**src/rtl/multi_iter_if.sv**
```systemverilog
// Handshake bundle for the multi_iter iterative multiplier.
// Carries the operand side (A, B, is_signed, i_valid, ready) and the
// product side (P, o_valid, o_ready). WIDTH must match the multiplier
// instance that uses it as a port.
//   master : producer of operands and consumer of products (agent / sink)
//   slave  : the multiplier itself
interface multi_iter_if #(
  parameter int WIDTH = 4
) ();

  logic [WIDTH-1:0]   A;
  logic [WIDTH-1:0]   B;
  logic               is_signed;
  logic               i_valid;
  logic               ready;
  logic [2*WIDTH-1:0] P;
  logic               o_valid;
  logic               o_ready;

  modport master (
    output A, B, is_signed, i_valid, o_ready,
    input  ready, P, o_valid
  );

  modport slave (
    input  A, B, is_signed, i_valid, o_ready,
    output ready, P, o_valid
  );

endinterface : multi_iter_if

```
**src/rtl/multi_iter.sv**
```systemverilog
// Iterative shift-add multiplier with valid/ready handshakes on both sides.
// Operands are accepted in IDLE, reduced to magnitudes, and STEP bits of the
// multiplier magnitude are retired per BUSY cycle. After N = WIDTH/STEP cycles
// the sign-corrected product is registered and held in DONE until the
// downstream side takes it.
// Ports:
//   clk    in  clock, rising edge
//   rst_n  in  asynchronous active-low reset
//   bus    slave side of multi_iter_if:
//            A, B, is_signed, i_valid  -> operands (is_signed sampled at accept)
//            ready                     <- operand handshake
//            P, o_valid                <- product and its valid
//            o_ready                   -> product handshake
module multi_iter #(
  parameter int WIDTH = 4,
  parameter int STEP  = 1
) (
  input  logic         clk,
  input  logic         rst_n,
  multi_iter_if.slave  bus
);

  localparam int PW    = 2 * WIDTH;
  localparam int N     = WIDTH / STEP;
  localparam int CNT_W = (N > 1) ? $clog2(N) : 1;
  localparam logic [CNT_W-1:0] CNT_LAST = CNT_W'(N - 1);

  generate
    if ((STEP < 1) || (STEP > WIDTH) || ((WIDTH % STEP) != 0)) begin : g_bad_step
      $error("multi_iter: STEP must be in 1..WIDTH and divide WIDTH");
    end
    if ($bits(bus.A) != WIDTH) begin : g_bad_if_width
      $error("multi_iter: interface WIDTH differs from module WIDTH");
    end
  endgenerate

  typedef enum logic [1:0] {
    IDLE = 2'd0,
    BUSY = 2'd1,
    DONE = 2'd2
  } state_t;

  // Magnitude in W+1 bits so that -2^(W-1) becomes +2^(W-1) without overflow.
  function automatic logic [WIDTH:0] magnitude(input logic [WIDTH-1:0] v,
                                               input logic             sgn);
    logic [WIDTH:0] ext;
    ext = {sgn & v[WIDTH-1], v};
    if (ext[WIDTH]) begin
      return (~ext) + {{WIDTH{1'b0}}, 1'b1};
    end else begin
      return ext;
    end
  endfunction

  state_t             state_r;
  state_t             state_next_s;
  logic               accept_s;
  logic               finish_s;
  logic               release_s;

  logic [PW-1:0]      mcand_r;   // |A|, pre-shifted by STEP each BUSY cycle
  logic [WIDTH:0]     mplier_r;  // |B|, consumed STEP LSBs at a time
  logic               neg_r;
  logic [PW-1:0]      acc_r;
  logic [CNT_W-1:0]   cnt_r;
  logic [PW-1:0]      p_r;
  logic               o_valid_r;
  logic               ready_r;

  logic [PW-1:0]      pp_s;
  logic [PW-1:0]      sum_s;
  logic [PW-1:0]      result_s;

  // Partial product of this cycle, running sum and final sign correction.
  // Shifting the multiplicand each cycle is the same as shifting the partial
  // product by cnt*STEP.
  always_comb begin
    pp_s  = mcand_r * {{(PW-STEP){1'b0}}, mplier_r[STEP-1:0]};
    sum_s = acc_r + pp_s;
    if (neg_r) begin
      result_s = (~sum_s) + {{(PW-1){1'b0}}, 1'b1};
    end else begin
      result_s = sum_s;
    end
  end

  // Next-state logic and per-edge control strobes.
  always_comb begin
    state_next_s = state_r;
    accept_s     = 1'b0;
    finish_s     = 1'b0;
    release_s    = 1'b0;
    case (state_r)
      IDLE: begin
        if (bus.i_valid && ready_r) begin
          accept_s     = 1'b1;
          state_next_s = BUSY;
        end else begin
          state_next_s = IDLE;
        end
      end
      BUSY: begin
        if (cnt_r == CNT_LAST) begin
          finish_s     = 1'b1;
          state_next_s = DONE;
        end else begin
          state_next_s = BUSY;
        end
      end
      DONE: begin
        // o_valid is always high in DONE, so o_ready alone completes the handshake.
        if (bus.o_ready) begin
          release_s    = 1'b1;
          state_next_s = IDLE;
        end else begin
          state_next_s = DONE;
        end
      end
      default: begin
        state_next_s = IDLE;
      end
    endcase
  end

  // State register.
  always_ff @(posedge clk or negedge rst_n) begin
    if (!rst_n) begin
      state_r <= IDLE;
    end else begin
      state_r <= state_next_s;
    end
  end

  // Operand capture and shift-add iteration.
  always_ff @(posedge clk or negedge rst_n) begin
    if (!rst_n) begin
      mcand_r  <= {PW{1'b0}};
      mplier_r <= {(WIDTH+1){1'b0}};
      neg_r    <= 1'b0;
      acc_r    <= {PW{1'b0}};
      cnt_r    <= {CNT_W{1'b0}};
    end else if (accept_s) begin
      mcand_r  <= {{(WIDTH-1){1'b0}}, magnitude(bus.A, bus.is_signed)};
      mplier_r <= magnitude(bus.B, bus.is_signed);
      neg_r    <= bus.is_signed & (bus.A[WIDTH-1] ^ bus.B[WIDTH-1]);
      acc_r    <= {PW{1'b0}};
      cnt_r    <= {CNT_W{1'b0}};
    end else if (state_r == BUSY) begin
      mcand_r  <= mcand_r << STEP;
      mplier_r <= mplier_r >> STEP;
      acc_r    <= sum_s;
      cnt_r    <= cnt_r + CNT_W'(1);
    end
  end

  // Registered outputs: product, its valid, and operand ready.
  always_ff @(posedge clk or negedge rst_n) begin
    if (!rst_n) begin
      p_r       <= {PW{1'b0}};
      o_valid_r <= 1'b0;
      ready_r   <= 1'b1;
    end else begin
      if (finish_s) begin
        p_r <= result_s;
      end
      if (finish_s) begin
        o_valid_r <= 1'b1;
      end else if (release_s) begin
        o_valid_r <= 1'b0;
      end
      ready_r <= (state_next_s == IDLE);
    end
  end

  assign bus.ready   = ready_r;
  assign bus.P       = p_r;
  assign bus.o_valid = o_valid_r;

endmodule : multi_iter
```
**src/flat_wrapper.sv**
```systemverilog
// flat-port wrapper written by rule: the top's interface ports become plain ports
module multi_iter_flat 
#(
  parameter int WIDTH = 4,
  parameter int STEP  = 1
)
  (clk, rst_n, bus_A, bus_B, bus_is_signed, bus_i_valid, bus_o_ready, bus_ready, bus_P, bus_o_valid);
  multi_iter_if #(.WIDTH(WIDTH)) bus_i ();
  input  logic clk;
  input  logic rst_n;
  input wire logic [$bits(bus_i.A)-1:0] bus_A;
  input wire logic [$bits(bus_i.B)-1:0] bus_B;
  input wire logic [$bits(bus_i.is_signed)-1:0] bus_is_signed;
  input wire logic [$bits(bus_i.i_valid)-1:0] bus_i_valid;
  input wire logic [$bits(bus_i.o_ready)-1:0] bus_o_ready;
  output wire logic [$bits(bus_i.ready)-1:0] bus_ready;
  output wire logic [$bits(bus_i.P)-1:0] bus_P;
  output wire logic [$bits(bus_i.o_valid)-1:0] bus_o_valid;
  assign bus_i.A = bus_A;
  assign bus_i.B = bus_B;
  assign bus_i.is_signed = bus_is_signed;
  assign bus_i.i_valid = bus_i_valid;
  assign bus_i.o_ready = bus_o_ready;
  assign bus_ready = bus_i.ready;
  assign bus_P = bus_i.P;
  assign bus_o_valid = bus_i.o_valid;
  multi_iter #(.WIDTH(WIDTH), .STEP(STEP)) u_core (.clk(clk), .rst_n(rst_n), .bus(bus_i));
endmodule
```
**config.mk**
```make
export PLATFORM = sky130hd
export DESIGN_NAME = multi_iter_flat
export DESIGN_NICKNAME = d
export VERILOG_FILES = /design/src/rtl/multi_iter_if.sv /design/src/rtl/multi_iter.sv /design/src/flat_wrapper.sv
export SDC_FILE = /design/constraint.sdc
export NUM_CORES = 1
export LEC_CHECK = 0
export ABC_AREA = 0
export CAP_MARGIN = 20
export CORE_ASPECT_RATIO = 0.6
export CORE_MARGIN = 3
export CORE_UTILIZATION = 49
export CTS_CLUSTER_SIZE = 24
export DETAILED_ROUTE_END_ITERATION = 12
export PLACE_DENSITY_LB_ADDON = 0.08
export SLEW_MARGIN = 20
export SYNTH_ARGS = -nofsm -noshare
export SYNTH_HDL_FRONTEND = slang
export SYNTH_SLANG_ARGS = --single-unit
```
**constraint.sdc**
```tcl
create_clock -name clk -period 7 [get_ports clk]
set_input_delay 1.4 -clock clk [delete_from_list [all_inputs] [get_ports clk]]
set_output_delay 1.4 -clock clk [all_outputs]
set_load 0.01 [all_outputs]
```
==> key figures <==
Finish
  – Diodes inserted: 0
  – Finished Layout Cells: 306
  – Fin util: 62.8%
  – Fillcell total: 357
  – Fin nets: 273
  – Share of cells above drive strength 1: 6.83%
  – Synth-to-layout area growth: 16.9%

Worst setup path
  – Max FO, Critical Path: 26
  – Setup CP Type: primary input to flip-flop
  – CP Launch Type: primary input
  – CP required: 7.12 ns
  – Setup crit end kind: flip-flop
  – Critical path arrival: 3.12 ns
  – Reg2reg path depth: 9

Logic synthesis
  – Synthesized flop and latch total: 36
  – Async set or reset register ratio after synthesis: 100%
  – Synth cell count leaders: 46 x nand2_1, 35 x dfrtp_1, 16 x o21ai_0
  – Mapped Avg Cell Area: 9.15 sq um
  – Synth Net Count: 251
  – Area leader, netlist: dfrtp_1
  – Syn Inst Count: 226
  – Share of the yosys chip area belonging to registers: 43.6%
  – Area of the mapped netlist: 0.00207 sq mm
  – Main synth FF type: dfrtp_1
  – Top-area cell type share of the netlist area: 42.4%
  – Unique masters post-synth: 41
  – Largest cells by area after synthesis: dfrtp_1 42%, nand2_1 8.4%, ha_1 6.7%
  – Most common cell in the netlist: nand2_1
  – Synth warn: 0
  – Number of synthesized flops with an enable pin: 0

Clocking
  – Cts repair resizes: 0
  – Cts hold-fix bufs: 0
  – Worst-Skew Late Latency: 0.29 ns
  – Clock root cell: clkbuf_8
  – Setup Fix Bufs, Post-CTS: 0
  – Num CTS Buffers: 5
  – H-tree levels: 2
  – CTS tree: built
  – Clock Tree Buf Depth: 2
  – Clk pin slew, worst setup/hold paths: 0.07 ns
  – # clock sinks: 36

Drt
  – DR vias: 1641
  – DRC errors left: 0
  – WL final: 4380 um
  – Initial DRT Pass Iterations: 4
  – DR WL/cell: 14.3 um
  – Routed Antenna Nets: 0
  – Vias per cell: 5.36
  – DRT iter0 DRCs: 66

Power
  – Max VDD drop: 0.000276 V
  – LEAKAGE: 1.14 nW
  – Total power: 1.15 mW
  – Pwr dens: 475 mW/mm^2

Global routing
  – Global-route wire length before repair: 7590 um
  – Gr ovfl total: 0
  – Largest net degree at the start of global routing: 37
  – Initial antenna violation count: 0
  – Vias in the first global route: 1602
  – GRT Total Usage: 18.7%

Floorplanning
  – Die area: 0.00506 sq mm
  – Site Rows: 17
  – I/O pins: 23
  – Core ar.: 0.00385 sq mm
  – Starting density of the core: 53.7%
  – Die Span X: 89.9 um
  – Die Height: 56.3 um

STA
  – Worst-margin pin slew: 0.973 ns
  – Slew Viols, Final: 0
  – Final TNS setup: 0 ns
  – Fmax: 0.334 GHz
  – RSZ-0062 raised after global routing: no
  – Final hold slack: 0.477 ns
  – Period minus WS final: 3.00 ns
  – Period utilisation layout: 42.8%
  – # setup viols final: 0
  – Skew final: 0.00622 ns
  – Fin. Hold Viols: 0
  – Worst slew margin: 34.9%

Flow run
  – Max Cap Violations: 0

Hold path
  – Class of the worst hold path: flip-flop to flip-flop
  – Worst Hold Depth: 2

Placement
  – GP Congestion: 0.733
  – Final HPWL DP: 3080 um
  – Placed insts: 298
  – Number of port buffers: 22

Run status
  – Outcome: finished, final reports clean
final timing paths:
kind,start,to,slack (ns)
min reg2reg,u_core.bus.P[0]$_DFFE_PN0P_,u_core.bus.P[0]$_DFFE_PN0P_,0.48
max,bus_i_valid,u_core.mcand_r[1]$_DFFE_PN0P_,4.00
max in group asynchronous,rst_n,u_core.mcand_r[2]$_DFFE_PN0P_,5.30
max reg2reg,u_core.mplier_r[0]$_DFFE_PN0P_,u_core.bus.P[7]$_DFFE_PN0P_,4.03
min,u_core.bus.P[0]$_DFFE_PN0P_,u_core.bus.P[0]$_DFFE_PN0P_,0.48
min in group asynchronous,rst_n,u_core.bus.P[7]$_DFFE_PN0P_,1.19
state kept, by name (all words and copies together), names as in the netlist:
register / cells
u_core.acc_r: 8
u_core.bus.P: 8
u_core.bus.o_valid: 1
u_core.bus.ready: 1
u_core.cnt_r: 2
u_core.mcand_r: 8
u_core.mplier_r: 5
u_core.neg_r: 1
u_core.state_r: 2
critical path, cell delays in order:
cell and delay [ns]:
clkdlybuf4s50_1 0.47, nand3_1 0.68, a211oi_1 0.49, a31oi_1 0.07
cell type report:
class                      instances  area [sq um]  area share, %
multi-input combinational        174          1080           44.8
inverter                           8          30.0           1.24
clock inverter                     2          35.0           1.45
tap                               57          71.3           2.95
clock buffer                       6          72.6           3.00
timing repair buffer              23           223           9.22
sequential                        36           902           37.3
per-stage QoR:
step / worst slack, ns / instance area (sq um)
after floorplan: 4.52 / 2070
after global placement: 3.80 / 2310
after detailed placement: 3.71 / 2310
after CTS: 4.01 / 2420
after global routing: 3.84 / 2420
final: 4.00 / 2420
cells by family (layout without fill, tap and decap cells):
logic type,count (synthesis),in the layout,share of synthesized area (%)
AND/OR/NAND/NOR,97,97,21.7
flip-flops,36,36,43.6
buffers and inverters,16,39,4.00
multiplexers,1,1,0.484
adder cells (fa/ha/maj),12,12,7.63
AO/OA/AOI/OAI,51,51,17.1
XOR/XNOR,13,13,5.51
per-layer routing:
metal	vias up	share of wire, %	GRT usage, %
met5	-	0	0
met4	0	0.75	4.58
met3	4	3.8	4.15
met2	27	39	26.9
met1	776	56	28.3
li1	834	-	-
report_power, final:
group          switching [mW]  internal [mW]  total, mW  leakage (nW)
Combinational           0.341          0.254      0.596         0.627
Clock                  0.0774          0.106      0.183        0.0552
Sequential             0.0679          0.302      0.370         0.459
Total                   0.487          0.662       1.15          1.14
cells in the final DEF, fill, tap and decap left out, types with 2 or more instances in the layout:
| master | n |
|---|---|
| nand2_1 | 46 |
| dfrtp_1 | 35 |
| clkdlybuf4s50_1 | 21 |
| o21ai_0 | 16 |
| nand3_1 | 14 |
| nor2_1 | 11 |
| ha_1 | 11 |
| xor2_1 | 9 |
| inv_1 | 8 |
| and2_1 | 8 |
| a21oi_1 | 6 |
| and3_1 | 5 |
| a31oi_1 | 5 |
| clkbuf_8 | 5 |
| a211oi_1 | 4 |
| xnor2_1 | 4 |
| a21o_1 | 3 |
| nor3_1 | 3 |
| a22o_1 | 3 |
| nand2b_1 | 2 |
| nor2b_1 | 2 |
| o31ai_1 | 2 |
| a22oi_1 | 2 |
| o21ai_1 | 2 |
Note: power is estimated with default switching activity, not from simulation.
